### src/rtl/ecc_burst_codec.sv
`timescale 1ns/1ps
// ecc_burst_codec: APB-programmed extended-Hamming (SECDED) encoder/decoder
// with an input FIFO and an optional noise-injection stage.
//
// Ports:
//   clk, rst                      - single clock, synchronous active-high reset
//   PADDR/PSEL/PENABLE/PWRITE/PWDATA, PRDATA/PREADY/PSLVERR - APB slave
//   data_out, dout_valid, dout_ready - result word (zero-extended) + handshake
//   num_of_errors                 - 0 none, 1 corrected, 2 double detected
//   operation_done                - pulse on the cycle after the result handshake
//
// Register map (PADDR[4:2]): 0 CTRL, 1 DATA_IN, 2 CODEWORD_WIDTH, 3 NOISE,
// 4 STATUS = {overflow[8], busy[7], fifo_count[4:0]}.
//
// Build option: define ECC_NOISE_INJECT_EN to add the NOISE register and the
// NOISE state; without it modes 10/11 run ENC -> DEC directly.
module ecc_burst_codec #(
    parameter int AMBA_ADDR_WIDTH = 20,
    parameter int AMBA_WORD       = 32,
    parameter int DATA_WIDTH      = 32,
    parameter int FIFO_DEPTH      = 4
) (
    input  logic                       clk,
    input  logic                       rst,
    input  logic [AMBA_ADDR_WIDTH-1:0] PADDR,
    input  logic                       PSEL,
    input  logic                       PENABLE,
    input  logic                       PWRITE,
    input  logic [AMBA_WORD-1:0]       PWDATA,
    output logic [AMBA_WORD-1:0]       PRDATA,
    output logic                       PREADY,
    output logic                       PSLVERR,
    output logic [DATA_WIDTH-1:0]      data_out,
    output logic                       dout_valid,
    input  logic                       dout_ready,
    output logic [1:0]                 num_of_errors,
    output logic                       operation_done
);

    localparam int IW = $clog2(DATA_WIDTH);
    localparam int AW = $clog2(FIFO_DEPTH);

    typedef struct packed {
        logic [1:0]            mode;
        logic [1:0]            width;
        logic [DATA_WIDTH-1:0] data;
    } entry_t;

    typedef struct packed {
        logic [1:0]            err;
        logic [DATA_WIDTH-1:0] data;
    } dec_t;

    typedef enum logic [2:0] {
        S_IDLE  = 3'd0,
        S_LOAD  = 3'd1,
        S_ENC   = 3'd2,
`ifdef ECC_NOISE_INJECT_EN
        S_NOISE = 3'd3,
`endif
        S_DEC   = 3'd4,
        S_OUT   = 3'd5
    } state_t;

    function automatic logic is_parity_pos(input int i);
        return (i & (i - 1)) == 0;
    endfunction

    // Unsupported or oversized width codes fall back to 8-bit codewords.
    function automatic logic [5:0] width_bits(input logic [1:0] code);
        logic [5:0] n;
        case (code)
            2'b01:   n = (DATA_WIDTH >= 16) ? 6'd16 : 6'd8;
            2'b10:   n = (DATA_WIDTH >= 32) ? 6'd32 : 6'd8;
            default: n = 6'd8;
        endcase
        return n;
    endfunction

    function automatic logic [DATA_WIDTH-1:0] width_mask(input int n);
        logic [DATA_WIDTH-1:0] m;
        for (int i = 0; i < DATA_WIDTH; i++) m[i] = (i < n);
        return m;
    endfunction

    // Scatter data into non-power-of-2 slots, then fill Hamming parity and overall parity.
    function automatic logic [DATA_WIDTH-1:0] hamming_encode(input logic [DATA_WIDTH-1:0] data, input int n);
        logic [DATA_WIDTH-1:0] cw;
        logic [IW-1:0]         k;
        logic [4:0]            syn;
        cw  = '0;
        k   = '0;
        syn = 5'd0;
        for (int i = 1; i < DATA_WIDTH; i++) begin
            if (i < n && !is_parity_pos(i)) begin
                cw[i] = data[k];
                k     = k + IW'(1);
            end
        end
        for (int i = 1; i < DATA_WIDTH; i++) begin
            if (i < n && cw[i]) syn = syn ^ 5'(i);
        end
        // Parity slot 2^j takes syndrome bit j, driving the total syndrome to zero.
        for (int i = 1; i < DATA_WIDTH; i++) begin
            if (i < n && is_parity_pos(i)) cw[i] = |(syn & 5'(i));
        end
        cw[0] = ^cw;
        return cw;
    endfunction

    // Grade the codeword, correct single errors, and gather the data slots.
    function automatic dec_t hamming_decode(input logic [DATA_WIDTH-1:0] cw, input int n);
        dec_t                  r;
        logic [DATA_WIDTH-1:0] fixed;
        logic [IW-1:0]         k;
        logic [4:0]            syn;
        logic                  par;
        syn   = 5'd0;
        par   = ^cw;
        fixed = cw;
        r     = '0;
        k     = '0;
        for (int i = 1; i < DATA_WIDTH; i++) begin
            if (i < n && cw[i]) syn = syn ^ 5'(i);
        end
        if (par) begin
            for (int i = 0; i < DATA_WIDTH; i++) begin
                if (5'(i) == syn) fixed[i] = ~fixed[i];
            end
            r.err = 2'd1;
        end else if (syn != 5'd0) begin
            r.err = 2'd2;
        end else begin
            r.err = 2'd0;
        end
        for (int i = 1; i < DATA_WIDTH; i++) begin
            if (i < n && !is_parity_pos(i)) begin
                r.data[k] = fixed[i];
                k         = k + IW'(1);
            end
        end
        return r;
    endfunction

    state_t                state_r, state_next_s;
    entry_t                fifo_mem_r [FIFO_DEPTH];
    logic [AW-1:0]         wptr_r, rptr_r;
    logic [4:0]            count_r;
    logic [1:0]            ctrl_r, cw_sel_r, mode_r, err_r;
    logic                  overflow_r, dout_valid_r, op_done_r;
    logic [5:0]            n_r;
    logic [DATA_WIDTH-1:0] cw_r, data_out_r;
    logic [AMBA_WORD-1:0]  prdata_r, rdata_s;
`ifdef ECC_NOISE_INJECT_EN
    logic [DATA_WIDTH-1:0] noise_r;
`endif

    logic       wr_s, rd_s, data_wr_s, full_s, pop_s, push_s, drop_s, busy_s, unused_s;
    logic [2:0] addr_s;
    entry_t     rd_entry_s, wr_entry_s;
    logic [5:0] load_n_s;
    logic [DATA_WIDTH-1:0] enc_s;
    dec_t       dec_s;

    assign addr_s     = PADDR[4:2];
    assign wr_s       = PSEL & PENABLE & PWRITE;
    assign rd_s       = PSEL & ~PWRITE;
    assign data_wr_s  = wr_s && (addr_s == 3'd1);
    assign full_s     = (count_r == 5'(FIFO_DEPTH));
    assign pop_s      = (state_r == S_LOAD);
    assign push_s     = data_wr_s && (!full_s || pop_s);
    assign drop_s     = data_wr_s && full_s && !pop_s;
    assign busy_s     = (state_r != S_IDLE);
    assign rd_entry_s = fifo_mem_r[rptr_r];
    assign wr_entry_s = {ctrl_r, cw_sel_r, PWDATA[DATA_WIDTH-1:0]};
    assign load_n_s   = width_bits(rd_entry_s.width);
    assign enc_s      = hamming_encode(cw_r, int'(n_r));
    assign dec_s      = hamming_decode(cw_r, int'(n_r));
    assign unused_s   = ^{PADDR, PWDATA};

    assign PREADY         = 1'b1;
    // The error must accompany the same access phase, so it cannot be registered.
    assign PSLVERR        = drop_s && !rst;
    assign PRDATA         = prdata_r;
    assign data_out       = data_out_r;
    assign dout_valid     = dout_valid_r;
    assign num_of_errors  = err_r;
    assign operation_done = op_done_r;

    // Register read mux.
    always_comb begin
        rdata_s = '0;
        case (addr_s)
            3'd0: rdata_s[1:0] = ctrl_r;
            3'd2: rdata_s[1:0] = cw_sel_r;
`ifdef ECC_NOISE_INJECT_EN
            3'd3: rdata_s[DATA_WIDTH-1:0] = noise_r;
`endif
            3'd4: begin
                rdata_s[8]   = overflow_r;
                rdata_s[7]   = busy_s;
                rdata_s[4:0] = count_r;
            end
            default: rdata_s = '0;
        endcase
    end

    // Configuration registers, sticky overflow and registered read data.
    always_ff @(posedge clk) begin
        if (rst) begin
            ctrl_r     <= 2'b00;
            cw_sel_r   <= 2'b00;
            overflow_r <= 1'b0;
            prdata_r   <= '0;
`ifdef ECC_NOISE_INJECT_EN
            noise_r    <= '0;
`endif
        end else begin
            if (wr_s && addr_s == 3'd0) begin
                ctrl_r <= PWDATA[1:0];
                if (PWDATA[31]) overflow_r <= 1'b0;
            end
            if (wr_s && addr_s == 3'd2) cw_sel_r <= PWDATA[1:0];
`ifdef ECC_NOISE_INJECT_EN
            if (wr_s && addr_s == 3'd3) noise_r <= PWDATA[DATA_WIDTH-1:0];
`endif
            if (drop_s) overflow_r <= 1'b1;
            if (rd_s) prdata_r <= rdata_s;
        end
    end

    // FIFO storage; each entry carries the mode and width captured at push time.
    always_ff @(posedge clk) begin
        if (push_s) fifo_mem_r[wptr_r] <= wr_entry_s;
    end

    // FIFO pointers and occupancy.
    always_ff @(posedge clk) begin
        if (rst) begin
            wptr_r  <= '0;
            rptr_r  <= '0;
            count_r <= 5'd0;
        end else begin
            if (push_s) wptr_r <= wptr_r + AW'(1);
            if (pop_s)  rptr_r <= rptr_r + AW'(1);
            case ({push_s, pop_s})
                2'b10:   count_r <= count_r + 5'd1;
                2'b01:   count_r <= count_r - 5'd1;
                default: count_r <= count_r;
            endcase
        end
    end

    // FSM state register.
    always_ff @(posedge clk) begin
        if (rst) state_r <= S_IDLE;
        else     state_r <= state_next_s;
    end

    // FSM next-state logic.
    always_comb begin
        state_next_s = state_r;
        case (state_r)
            S_IDLE: begin
                if (count_r != 5'd0) state_next_s = S_LOAD;
                else                 state_next_s = S_IDLE;
            end
            S_LOAD: begin
                if (rd_entry_s.mode == 2'b01) state_next_s = S_DEC;
                else                          state_next_s = S_ENC;
            end
            S_ENC: begin
                if (mode_r == 2'b00) state_next_s = S_OUT;
`ifdef ECC_NOISE_INJECT_EN
                else                 state_next_s = S_NOISE;
`else
                else                 state_next_s = S_DEC;
`endif
            end
`ifdef ECC_NOISE_INJECT_EN
            S_NOISE: state_next_s = S_DEC;
`endif
            S_DEC: state_next_s = S_OUT;
            S_OUT: begin
                if (dout_ready) state_next_s = S_IDLE;
                else            state_next_s = S_OUT;
            end
            default: state_next_s = S_IDLE;
        endcase
    end

    // Datapath: load, encode, inject noise, decode, and hold the result.
    always_ff @(posedge clk) begin
        if (rst) begin
            cw_r         <= '0;
            mode_r       <= 2'b00;
            n_r          <= 6'd8;
            data_out_r   <= '0;
            err_r        <= 2'b00;
            dout_valid_r <= 1'b0;
            op_done_r    <= 1'b0;
        end else begin
            op_done_r <= (state_r == S_OUT) && dout_ready;
            case (state_r)
                S_LOAD: begin
                    cw_r   <= rd_entry_s.data & width_mask(int'(load_n_s));
                    mode_r <= rd_entry_s.mode;
                    n_r    <= load_n_s;
                end
                S_ENC: begin
                    cw_r <= enc_s;
                    if (mode_r == 2'b00) begin
                        data_out_r   <= enc_s;
                        err_r        <= 2'b00;
                        dout_valid_r <= 1'b1;
                    end
                end
`ifdef ECC_NOISE_INJECT_EN
                S_NOISE: cw_r <= cw_r ^ (noise_r & width_mask(int'(n_r)));
`endif
                S_DEC: begin
                    data_out_r   <= dec_s.data;
                    err_r        <= dec_s.err;
                    dout_valid_r <= 1'b1;
                end
                S_OUT: begin
                    if (dout_ready) dout_valid_r <= 1'b0;
                end
                default: begin
                end
            endcase
        end
    end

endmodule

### config.mk
export PLATFORM = sky130hd
export DESIGN_NAME = ecc_burst_codec
export DESIGN_NICKNAME = d
export VERILOG_FILES = /design/src/rtl/ecc_burst_codec.sv
export SDC_FILE = /design/constraint.sdc
export NUM_CORES = 1
export LEC_CHECK = 0
export ABC_AREA = 1
export BUFFER_PORTS_ARGS = -buffer_cell sky130_fd_sc_hd__buf_4
export CAP_MARGIN = 20
export CORE_ASPECT_RATIO = 1.5
export CORE_MARGIN = 10
export CORE_UTILIZATION = 45
export CTS_BUF_LIST = sky130_fd_sc_hd__clkbuf_16
export CTS_CLUSTER_DIAMETER = 80
export DETAILED_ROUTE_END_ITERATION = 10
export HOLD_SLACK_MARGIN = 0.1
export PLACE_DENSITY = 0.73
export SLEW_MARGIN = 5
export SYNTH_ARGS = -nofsm -noshare
export SYNTH_HDL_FRONTEND = slang
export SYNTH_SLANG_ARGS = --single-unit
export TNS_END_PERCENT = 5
### constraint.sdc
create_clock -name clk -period 4.5 [get_ports clk]
set_input_delay 0.9 -clock clk [delete_from_list [all_inputs] [get_ports clk]]
set_output_delay 0.9 -clock clk [all_outputs]
set_load 0.01 [all_outputs]
Word level (Yosys, flattened, before mapping)
Memory sizes are Yosys's and may differ from the RTL's. A register that Yosys moved wholly into a read port is not among the register bits.
Cells that the tools add are included.
W data, S select, Z words.
{"block": "op_classes", "multipliers": 0, "n_addsub": 28, "n_eq_ne": 46, "bitwise": 92, "div_mod_pow": 0, "shift": 0, "order_cmp": 113, "n_reduce_logical": 112, "muxes": 324}
{"cell": "$mux W32", "count": 27}
{"cell": "$bwmux W32", "count": 25}
{"cell": "$mux W5", "count": 55}
{"cell": "$lt A5 B6 Y1 const A", "count": 32}
{"cell": "$lt A5 B6 Y1 const B", "count": 25}
{"cell": "$pmux W32 S2", "count": 2}
{"cell": "$add A5 B1 Y5 const B", "count": 25}
{"cell": "$bmux W1 S5", "count": 25}
{"cell": "$demux W1 S5", "count": 25}
{"cell": "$ge A5 B1 Y1 const B", "count": 25}
{"cell": "$mux W1", "count": 125}
{"cell": "$lt A4 B6 Y1 const A", "count": 16}
{"cell": "$logic_and A1 B1 Y1", "count": 90}
{"cell": "$eq A5 B5 Y1 const A", "count": 16}
{"cell": "$reduce_xor A32 Y1", "count": 2}
{"cell": "$mux W4", "count": 15}
{"cell": "$not A3 Y3", "count": 20}
{"cell": "$lt A3 B6 Y1 const A", "count": 8}
{"cell": "$eq A4 B5 Y1 const A", "count": 8}
{"cell": "$not A4 Y4", "count": 10}
{"cell": "$not A2 Y2", "count": 19}
{"cell": "$not A1 Y1", "count": 33}
{"cell": "$and A32 B32 Y32", "count": 1}
{"cell": "$mux W3", "count": 10}
{"cell": "34 further kinds", "count": 76}
{"block": "word_totals", "mem_count": 1, "reg_bits": 100, "ramBits": 144, "out_inout_bits": 70, "latchBits": 0, "inputBits": 58, "romBits": 0}
{"memory": "fifo_mem_r", "depth": 4, "word_bits": 36, "read_ports": 1, "rd_ports_with_merged_regs": 1, "wr": 1, "line": "146", "rtl": "entry_t fifo_mem_r [FIFO_DEPTH];"}

Depth between registers and ports, before layout
Gate-level depths: netlist (run 1).
{"block": "depth", "word_depth": 114, "mapped_depth": 25, "ltp_nobuf": 24}

Worst setup path after synthesis (run 1)
No wires, ideal clock.
{"block": "synth_path", "path_type": "input-to-reg", "start": "input port PWRITE", "end": "memory fifo_mem_r[0][0] (netlist bit) (enable)", "t_arrival_ns": 3.076, "setup_time_ns": 0.429, "stages": 6, "t_required_ns": 4.071, "path_slack_ns": 0.995, "path_cell_list": "nand3_1 -> nor4_1 -> inv_1 -> nor2_1 -> inv_2 -> nor2_1"}
{"block": "synth_via", "elab_chain_cells": 5}
{"item": "start: declaration", "line": "28", "rtl": "input logic PWRITE,"}
{"item": "$and A1 B1 Y1", "line": "166", "rtl": "assign wr_s = PSEL & PENABLE & PWRITE;"}
{"item": "$logic_and A1 B1 Y1", "line": "168", "rtl": "assign data_wr_s = wr_s && (addr_s == 3'd1);"}
{"item": "$logic_and A1 B1 Y1", "line": "171", "rtl": "assign push_s = data_wr_s && (!full_s || pop_s);"}
{"item": "$mux W1", "line": "234", "rtl": "if (push_s) fifo_mem_r[wptr_r] <= wr_entry_s;"}
{"item": "$mux W1 (implied by the code)", "line": "234"}
{"item": "end: declaration", "line": "146"}
Every way passes these cells.

Worst setup path in the final report (run 1)
{"block": "layout_path", "start": "register n_r[5]", "end": "register data_out_r[3], in the netlist data_out[3]"}
{"block": "layout_via", "elab_chain_cells": 102, "word_cells_on_any_way": 397}
{"item": "start: declaration", "line": "151", "rtl": "logic [5:0] n_r;"}
{"item": "start signal: assignment", "line": "308", "rtl": "n_r <= load_n_s;"}
{"item": "branches (longest 101 deep; another with $lt A2 B6 Y1)"}
{"item": "$pmux W32 S2 (*)", "line": "304", "rtl": "case (state_r)"}
{"item": "end signal: assignment", "line": "313", "rtl": "data_out_r <= enc_s;"}
{"item": "end signal: assignment", "line": "322", "rtl": "data_out_r <= dec_s.data;"}
{"item": "end: declaration", "line": "152", "rtl": "logic [DATA_WIDTH-1:0] cw_r, data_out_r;"}
Mark *: on every way between the ends. The select of a mux whose other input is x is not followed.
A chain may end at the register's enable or synchronous reset.

==> flow_metrics.tcl, run 1 <==
set metrics [dict create \
    status "finished clean" \
    finalClockSkew_ns 0.0328 \
    grt_pass1_vias 9542 \
    hold_class "reg2reg" \
    gp_congestion 0.962 \
    worstSetupEndpointType "flop" \
    path_clk_slew_ns 0.07 \
    root_buffer "clkbuf_16" \
    drive_gt1_share_pct 11.6 \
    setup_viol 0 \
    powerDensity_mw_per_mm2 622 \
    synthAdderAreaFrac_pct 1.09 \
    synth_async_sr_flop_share_pct 0 \
    dpl-instance-area_mm2 0.0130 \
    dieArea_mm2 0.0341 \
    synth_top_area_share_pct 35.5 \
    h-tree-depth 1 \
    multi_input_area_mm2 0.00501 \
    ctsHoldBuffers 0 \
    grt_usage_pct 18.1 \
    io_buffers 84 \
    worstPathCellList "buf_4 > nor2_4 > nand2_4 > nand3_1 > nand2_1 > xor2_1 > xor2_1 > xor2_1 > nand2_1 > nand2_1 > nand2_1 > nor2_2 > inv_1 > o21ai_0 > nand3_1 > a21oi_1" \
    synth.most_common_cell "nand2_1" \
    grt_pass1_wl_um 50800 \
    timing.rr.start "n_r[5]" \
    pin_count 128 \
    nFillCells 2400 \
    ys_seq_elements 243 \
    post_cts_buffers 0 \
    worstMarginPinSlew_ns 0.854 \
    die_y_um 221 \
    crit_fanout 16 \
    cts.sinks 243 \
    cap_violations 0 \
    fin_ws_ns 1.10 \
    num_rows 73 \
    yosysSeqAreaShare_pct 51.8 \
    start_util_pct 45.8 \
    reg2reg_depth 16 \
    synthSimpleGateAreaFrac_pct 19.6 \
    syn_avg_cell_area_um2 8.54 \
    rrSetupSlack_ns 1.10 \
    final_cell_area_mm2 0.0138 \
    netlist_area_mm2 0.0122 \
    rsz0062_at_grt "no" \
    final_util_pct 52.0 \
    num-nets-final 1554 \
    vdd_drop_max_mv 0.437 \
    min_period_ns 3.40 \
    cts_buffers 24 \
    critPathRequiredTime_ns 4.95 \
    finalPower_mw 8.61 \
    synth_area_leaders "edfxtp_1, dfxtp_1, nand2_1" \
    max_stage_delay_ns 0.38 \
    relSlewSlack_pct 42.9 \
    min_path_cells 2 \
    path_class "reg2reg" \
    synth_edf_count 144 \
    cts_tree "built" \
    synth_top_family_by_area "simple AND/OR/NAND/NOR gates" \
    routedWlPerCell_um 17.5 \
    synth_ff_type "edfxtp_1" \
    detail-route-antenna-nets 0 \
    synth-compound-area-share_pct 13.3 \
    yosysUniqueCellTypes 46 \
    drt-initial-drc-count 836 \
    finalSetupTns_ns 0 \
    synth_common_cells "nand2_1, edfxtp_1, nor2_1" \
    startpoint "n_r[5]" \
    insertion_delay_ns 0.55 \
    p_leak_nw 5.61 \
    via_per_inst 5.34 \
    arrival_ns 3.85 \
    synth_warnings 0 \
    grt_max_degree 61 \
    cp-start-kind "flop" \
    drtPass1Iterations 6 \
    yosysTopAreaCell "edfxtp_1" \
    finalHoldViolCount 0 \
    regArea_mm2 0.00631 \
    antenna_found_initial 0 \
    grt_overflow 0 \
    slew_violations 0 \
    vias 9835 \
    r2r_end "data_out[3]" \
    cpMostUsedCell "nand2_1" \
    diodes 0 \
    cpMaxStageDelayCell "nor2_4" \
    die_w_um 154 \
    core-area_mm2 0.0266 \
    synth_mux_area_share_pct 0 \
    area_growth_pct 13.7 \
    synth_xor_area_share_pct 6.13 \
    max_freq_ghz 0.294 \
    preCtsSetupSlack_ns 1.19 \
    cts-resized-gates 0 \
    synth_cells 1425 \
    drt_wl_total_um 32200 \
    drc 0 \
    timing.final.crit_share_pct 75.5 \
    critPathCapture "data_out[3]" \
    dpl.hpwl_um 23000 \
    clk_path_buf_depth 3 \
]
[worst max-delay path, delay by kind of cell, from the launching register on]
kind,cells,cell delay (ns)
buf+inv,2,0.30
xor+xnor,3,0.63
flops,1,0.32
compound gates,2,0.35
simple gates,9,1.70
[final cells by class]
cell class                      count  area share [%]
Clock inverter                     19            1.42
Timing Repair Buffer               99            5.43
Inverter                          138            3.74
Tap cell                          337            3.05
Clock buffer                       25            4.52
Sequential cell                   243            45.6
Multi-Input combinational cell    980            36.2
[registers in the layout, indices dropped and copies added, names as in the netlist, named ones only]
register and count:
fifo_mem_r 144, cw_r 32, data_out 32, PRDATA 7
count_r 5, n_r 3, state_r 3, ctrl_r 2
cw_sel_r 2, mode_r 2, num_of_errors 2, rptr_r 2
wptr_r 2, dout_valid 1, operation_done 1, overflow_r 1
[cells in the final DEF (no fill, tap or decap), drive strengths merged, types with 5 or more instances in the layout]
| cell | Yosys | routed |
|---|---|---|
| a21oi | 74 | 74 |
| a31oi | 24 | 24 |
| buf | 36 | 99 |
| clkbuf | 52 | 25 |
| clkinv | 1 | 9 |
| conb | 2 | 26 |
| dfxtp | 99 | 99 |
| edfxtp | 144 | 144 |
| ha | 9 | 9 |
| inv | 137 | 142 |
| nand2 | 313 | 313 |
| nand3 | 97 | 97 |
| nand4 | 8 | 8 |
| nor2 | 143 | 143 |
| nor3 | 5 | 5 |
| o21ai | 137 | 137 |
| o221ai | 8 | 8 |
| o22ai | 30 | 30 |
| xnor2 | 29 | 29 |
| xor2 | 51 | 51 |
[kinds of logic after synthesis]
group / after synthesis
compound gates: 291
xor+xnor: 80
fa+ha+maj: 10
buf+inv: 226
flops: 243
other cells: 2
simple gates: 573
[stage by stage]
stage / hold WS, ns / instances
6_report: 0.462 / 1841
5_1_grt: 0.488 / 1841
3_3_place_gp: 0.450 / 1796
4_1_cts: 0.465 / 1840
2_1_floorplan: 0.439 / 1449
3_5_place_dp: 0.455 / 1796
[worst min path at each step]
stage,start,endpoint,slack (ns)
after floorplan,count_r[4],PRDATA[4],0.44
after global placement,data_out[31],data_out[31],0.45
after detailed placement,data_out[28],data_out[28],0.46
after CTS,data_out[28],data_out[28],0.47
after global routing,data_out[28],data_out[28],0.49
final,data_out[28],data_out[28],0.46
[power breakdown]
part           internal (mW)  leakage, nW  switching (mW)
Combinational           1.14         3.11            2.65
Sequential              2.54         2.09           0.203
Clock                   1.19        0.407           0.869
[routing by layer]
| layer | part of all wire [%] | routed length (µm) | track usage [%] |
|---|---|---|---|
| met5 | 0 | 0 | 0 |
| met4 | 4.3 | 1370 | 8.16 |
| met3 | 6.6 | 2130 | 3.69 |
| met2 | 50 | 16100 | 31.4 |
| met1 | 39 | 12600 | 20.8 |
Power figures use the tool's default switching activity.
==> inputs of run 2 (changes only) <==
ABC_AREA = 0   (was 1)
clock period = 3.3 ns   (was 4.5 ns; I/O delays follow)
==> run 2 against run 1 <==
  * Sequential share of layout area is 0.68 points higher
  * Core utilization grew 0.69 points
  * First-iteration DRC count decreased by 15%
  * Clock power is 17% higher
  * Power grew 1.0%
  * Setup slack got worse by 0.94 ns
  * Cell count fell by 21%
  * Synthesized cell count down 30%
  * Flip-flop and latch count is the same
  * Critical endpoint is now data_out[9]
  * Highest routed layer unchanged
==> flow_metrics.tcl, run 2 <==
set metrics [dict create \
    synth_edf_count 144 \
    max_freq_ghz 0.318 \
    synth-compound-area-share_pct 10.2 \
    path_clk_slew_ns 0.06 \
    diodes 0 \
    rsz0062_at_grt "no" \
    drtPass1Iterations 5 \
    cpMostUsedCell "xnor2_1" \
    max_stage_delay_ns 0.42 \
    core-area_mm2 0.0259 \
    synthAdderAreaFrac_pct 1.47 \
    gp_congestion 0.991 \
    finalHoldViolCount 0 \
    grt_pass1_vias 8222 \
    die_w_um 152 \
    status "finished clean" \
    startpoint "cw_r[2]" \
    detail-route-antenna-nets 0 \
    synth_common_cells "edfxtp_1, nor2_1, dfxtp_1" \
    antenna_found_initial 0 \
    synthSimpleGateAreaFrac_pct 10.8 \
    timing.final.crit_share_pct 95.2 \
    p_leak_nw 4.83 \
    worstPathCellList "xor2_1 > xnor2_1 > xnor2_1 > xnor3_1 > xnor2_2 > nand2b_1 > or2_1 > nor2_2 > xnor2_1 > a211oi_1" \
    hold_class "in2reg" \
    grt_pass1_wl_um 47500 \
    netlist_area_mm2 0.0118 \
    synth_cells 995 \
    cap_violations 0 \
    drt-initial-drc-count 707 \
    cp-start-kind "flop" \
    rrSetupSlack_ns 0.16 \
    finalClockSkew_ns 0.0160 \
    largest_register "fifo_mem_r" \
    die_y_um 218 \
    root_buffer "clkbuf_16" \
    regArea_mm2 0.00631 \
    nFillCells 2261 \
    syn_avg_cell_area_um2 11.9 \
    worstMarginPinSlew_ns 0.955 \
    slew_violations 0 \
    ys_seq_elements 243 \
    cpMaxStageDelayCell "xnor3_1" \
    insertion_delay_ns 0.52 \
    clk_path_buf_depth 3 \
    io_buffers 84 \
    r2r_end "data_out[9]" \
    ctsHoldBuffers 0 \
    vdd_drop_max_mv 0.420 \
    dieArea_mm2 0.0333 \
    yosysSeqAreaShare_pct 53.4 \
    grt_max_degree 45 \
    finalSetupTns_ns 0 \
    start_util_pct 45.7 \
    setup_viol 0 \
    synth_xor_area_share_pct 10.3 \
    synth_area_leaders "edfxtp_1, dfxtp_1, mux4_2" \
    pin_count 128 \
    multi_input_area_mm2 0.00496 \
    worstSetupEndpointType "flop" \
    synth_ff_type "edfxtp_1" \
    drt_wl_total_um 30500 \
    cts_tree "built" \
    synth_top_family_by_area "simple AND/OR/NAND/NOR gates" \
    layout_common_cells "buf_4, edfxtp_1, nor2_1" \
    critPathCapture "data_out[9]" \
    arrival_ns 3.56 \
    routedWlPerCell_um 21.1 \
    largest_reg_flops 144 \
    timing.rr.start "cw_r[2]" \
    synth.most_common_cell "edfxtp_1" \
    dpl.hpwl_um 22500 \
    h-tree-depth 1 \
    drc 0 \
    path_class "reg2reg" \
    reg2reg_depth 10 \
    synth_top_area_share_pct 36.6 \
    powerDensity_mw_per_mm2 638 \
    area_growth_pct 15.4 \
    synth_mux_area_share_pct 8.22 \
    relSlewSlack_pct 36.3 \
    yosysUniqueCellTypes 75 \
    cts_buffers 23 \
    min_period_ns 3.14 \
    cts.sinks 243 \
    grt_overflow 0 \
    synth_warnings 0 \
    num_rows 72 \
    grt_usage_pct 17.8 \
    drive_gt1_share_pct 22.7 \
    mostFrequentLayoutCell "buf_4" \
    yosysTopAreaCell "edfxtp_1" \
    via_per_inst 5.58 \
    synth_async_sr_flop_share_pct 0 \
    crit_fanout 6 \
    hold_slack_ns 0.343 \
    critPathRequiredTime_ns 3.72 \
    num-nets-final 1167 \
    vias 8086 \
]
-- run 2: cell count changes after synthesis, moves of 14 or more --
cell      before  now
xnor2_1       27   78
inv_1        131   14
xor2_1        47   27
a222oi_1       0   19
mux4_2         0   36
nand3_1       97   17
nor2_1       136  110
mux2i_1        0   16
a31oi_1       24    6
o21ai_0      135   11
nand2_1      303   62
a22oi_1        0   14
-- run 2: cell type report --
cell class / instances / area share [%]
Tap cell: 333 / 3.06
Multi-Input combinational cell: 662 / 36.4
Inverter: 14 / 0.385
Timing Repair Buffer: 155 / 8.90
Clock buffer: 23 / 4.22
Clock inverter: 18 / 0.780
Sequential cell: 243 / 46.3
-- run 2: kinds of logic (layout without fill, tap and decap cells) --
| kind of cell | Yosys count | count (layout) |
|---|---|---|
| and+or+nand+nor | 272 | 272 |
| DFF | 243 | 243 |
| AOI/OAI and AO/OA | 178 | 178 |
| xor gates and xnor gates | 120 | 120 |
| buffers and inverters | 114 | 210 |
| muxes | 52 | 52 |
| adders and majority gates | 14 | 14 |
| other | 2 | 26 |
-- run 2: report_power, final --
group / internal (mW) / switching, mW
clock network: 1.34 / 1.08
registers: 3.33 / 0.174
logic: 1.22 / 1.56
-- run 2: how the worst min path moves through the flow --
stage                             from                 to  slack [ns]  depth (start not counted)
after floorplan              mode_r[1]          mode_r[1]        0.45                          2
after global placement    data_out[26]       data_out[26]        0.46                          2
after detailed placement  data_out[28]       data_out[28]        0.46                          2
after CTS                   PWDATA[24]  fifo_mem_r[2][24]        0.33                          1
after global routing         PWDATA[4]   fifo_mem_r[3][4]        0.33                          1
final                       PWDATA[26]  fifo_mem_r[2][26]        0.34                          1
-- run 2: critical path: cells and delay by family (launching register included) --
| family | cells | cell delay, ns |
|---|---|---|
| xor+xnor | 6 | 1.80 |
| simple gates | 3 | 0.59 |
| compound gates | 1 | 0.22 |
| flops | 1 | 0.41 |
-- run 2: metal layers --
metal / routed length [µm] / vias to the layer above / share of wire (%) / GRT usage, %
met5: 0 / - / 0 / 0
met1: 11600 / 3959 / 38 / 19.9
met2: 15900 / 262 / 52 / 31.9
li1: - / 3795 / - / -
met4: 1420 / 0 / 4.7 / 8.82
met3: 1670 / 70 / 5.5 / 3.11
-- run 2: stage by stage --
stage                     total power, mW  util [%]  setup slack, ns  cells  area (µm²)
after floorplan                      5.43         -            0.217   1019       11900
after global placement               6.27      50.1            0.207   1407       12900
after detailed placement             6.30      50.1            0.160   1407       12900
after CTS                            8.72      52.7            0.133   1448       13600
after global routing                 9.09      52.7           0.0288   1448       13600
final                                8.70      52.7            0.159   1448       13600
-- run 2: what timing repair did --
| item | in CTS | in global routing |
|---|---|---|
| buffers inserted | 0 | 0 |
| gates resized for setup | 0 | 2 |
| endpoints found under the setup margin | 0 | 9 |
==> inputs of run 3 (changes only) <==
clock period = 3.8 ns   (was 3.3 ns; I/O delays follow)
==> run 3 against run 2 <==
  * Via count fell by 0.94%
  * Routed wire length fell by 1.8%
  * Power fell by 14%
  * Register-to-register slack improved by 0.30 ns
  * Setup slack improved by 0.30 ns
  * Design area fell by 2.1%
  * Worst hold slack improved by 0.10 ns
  * Core utilization fell by 1.1 points
  * Cell count fell by 2.3%
  * Clock power fell by 11%
  * Flip-flop and latch count did not move
==> flow_metrics.tcl, run 3 (synthesis gave the netlist of run 2 again) <==
set metrics [dict create \
    setup_viol 0 \
    io_buffers 84 \
    num_rows 72 \
    min_period_ns 3.34 \
    min_delay_worst_endpoint "fifo_mem_r[0][26]" \
    antenna_found_initial 0 \
    cpMaxStageDelayCell "dfxtp_1" \
    layout_common_cells "edfxtp_1, buf_4, nor2_1" \
    grt_max_degree 49 \
    min_from "PWDATA[26]" \
    vias 8010 \
    finalSetupTns_ns 0 \
    die_y_um 218 \
    start_util_pct 45.7 \
    detail-route-antenna-nets 0 \
    die_w_um 152 \
    post_cts_buffers 0 \
    crit_fanout 21 \
    worstMarginPinSlew_ns 0.962 \
    timing.final.crit_share_pct 87.8 \
    largest_register "fifo_mem_r" \
    root_buffer "clkbuf_16" \
    max_stage_delay_ns 0.52 \
    dieArea_mm2 0.0333 \
    max_freq_ghz 0.300 \
    grtUsageMet2_pct 29.8 \
    grt_use_met3_pct 3.44 \
    path_buf_inv 1 \
    critPathTopFamily "compound AO/OA/AOI/OAI gates" \
    gp_congestion 0.969 \
    relSlewSlack_pct 35.8 \
    vdd_drop_max_mv 0.344 \
    grt_most_used_layer "met2" \
    arrival_ns 3.70 \
    cts_tree "built" \
    worstSetupPathDepth 11 \
    num-nets-final 1132 \
    cpMostUsedCell "a21oi_1" \
    powerDensity_mw_per_mm2 558 \
    worstSetupEndpointType "flop" \
    core-area_mm2 0.0259 \
    grt_overflow 0 \
    reg2reg_depth 11 \
    drtPass1Iterations 6 \
    pin_count 128 \
    startpoint "n_r[5]" \
    min_path_cells 1 \
    finalHoldViolCount 0 \
    critPathRequiredTime_ns 4.17 \
    cts.sinks 243 \
    finalPower_mw 7.45 \
    grt_pass1_vias 8085 \
    cts-resized-gates 0 \
    drt-initial-drc-count 598 \
    cp-start-kind "flop" \
    dpl.hpwl_um 21800 \
    finalClockSkew_ns 0.0177 \
    drive_gt1_share_pct 20.2 \
    p_leak_nw 4.65 \
    via_per_inst 5.66 \
    slew_violations 0 \
    clk_path_buf_depth 3 \
    cts_buffers 24 \
    hold_class "in2reg" \
    cap_violations 0 \
    final_cell_area_mm2 0.0133 \
    h-tree-depth 1 \
    mostFrequentLayoutCell "edfxtp_1" \
    drt_wl_total_um 30000 \
    area_growth_pct 12.9 \
    largest_reg_flops 144 \
    diodes 0 \
    status "finished clean" \
    worstPathCellList "buf_4 > nor2b_4 > a32o_1 > a22o_2 > xnor2_1 > a21oi_1 > or3_1 > a21o_1 > and3_1 > o21ai_0 > a21oi_1" \
    use_met1_pct 20.2 \
    rrSetupSlack_ns 0.46 \
    dpl-instance-area_mm2 0.0126 \
    ctsHoldBuffers 0 \
    routedWlPerCell_um 21.2 \
    path_class "reg2reg" \
    grt_pass1_wl_um 46800 \
    hold_slack_ns 0.446 \
    insertion_delay_ns 0.52 \
    r2r_end "cw_r[0]" \
    path_clk_slew_ns 0.06 \
    grt_usage_pct 17.4 \
    drc 0 \
    timing.rr.start "n_r[5]" \
    rsz0062_at_grt "no" \
]
## run 3: cell count changes in the layout (fill, tap and decap cells not counted), sizes merged
cell | before | now
buf | 155 | 119
bufinv | 1 | 0
clkbuf | 23 | 25
clkinv | 8 | 11
clkinvlp | 0 | 1
inv | 23 | 21
## run 3: cell type report
cell class                      instances  area, µm²
Clock buffer                           25        626
Clock inverter                         19       95.1
Fill cell                            2211      12500
Inverter                               14       52.6
Multi-Input combinational cell        662       4960
Sequential cell                       243       6310
Tap cell                              333        417
Timing Repair Buffer                  119        893
## run 3: through the flow
stage                     cells  setup slack (ns)  utilization (%)
after CTS                  1415             0.508             51.6
after detailed placement   1371             0.526             48.8
final                      1415             0.463             51.6
after global routing       1415             0.288             51.6
after global placement     1371             0.559             48.8
after floorplan            1019             0.617                -
## run 3: per-layer routing
layer  share of wire, %  vias up  wire length (µm)
met3                6.2       88              1870
met4                5.2        0              1570
li1                   -     3733                 -
met2                 50      278             15100
met5                  0        -                 0
met1                 38     3911             11500
## run 3: worst max-delay path by stage
stage,end,slack (ns)
floorplan,fifo_mem_r[1][0],0.62
global placement,data_out[19],0.56
detailed placement,data_out[19],0.53
CTS,data_out[19],0.51
global route,data_out[3],0.29
finish,cw_r[0],0.46
## run 3: worst register-to-register path: stages, from the launching register on
cell and delay (ns):
dfxtp_1 0.52, buf_4 0.32, nor2b_4 0.10, a32o_1 0.26
a22o_2 0.30, xnor2_1 0.38, a21oi_1 0.23, or3_1 0.38
a21o_1 0.19, and3_1 0.15, o21ai_0 0.25, a21oi_1 0.11
## run 3: power by group
| group | total, mW | internal [mW] | switching (mW) |
|---|---|---|---|
| sequential | 3.07 | 2.89 | 0.178 |
| clock | 2.15 | 1.19 | 0.960 |
| combinational | 2.23 | 0.940 | 1.29 |
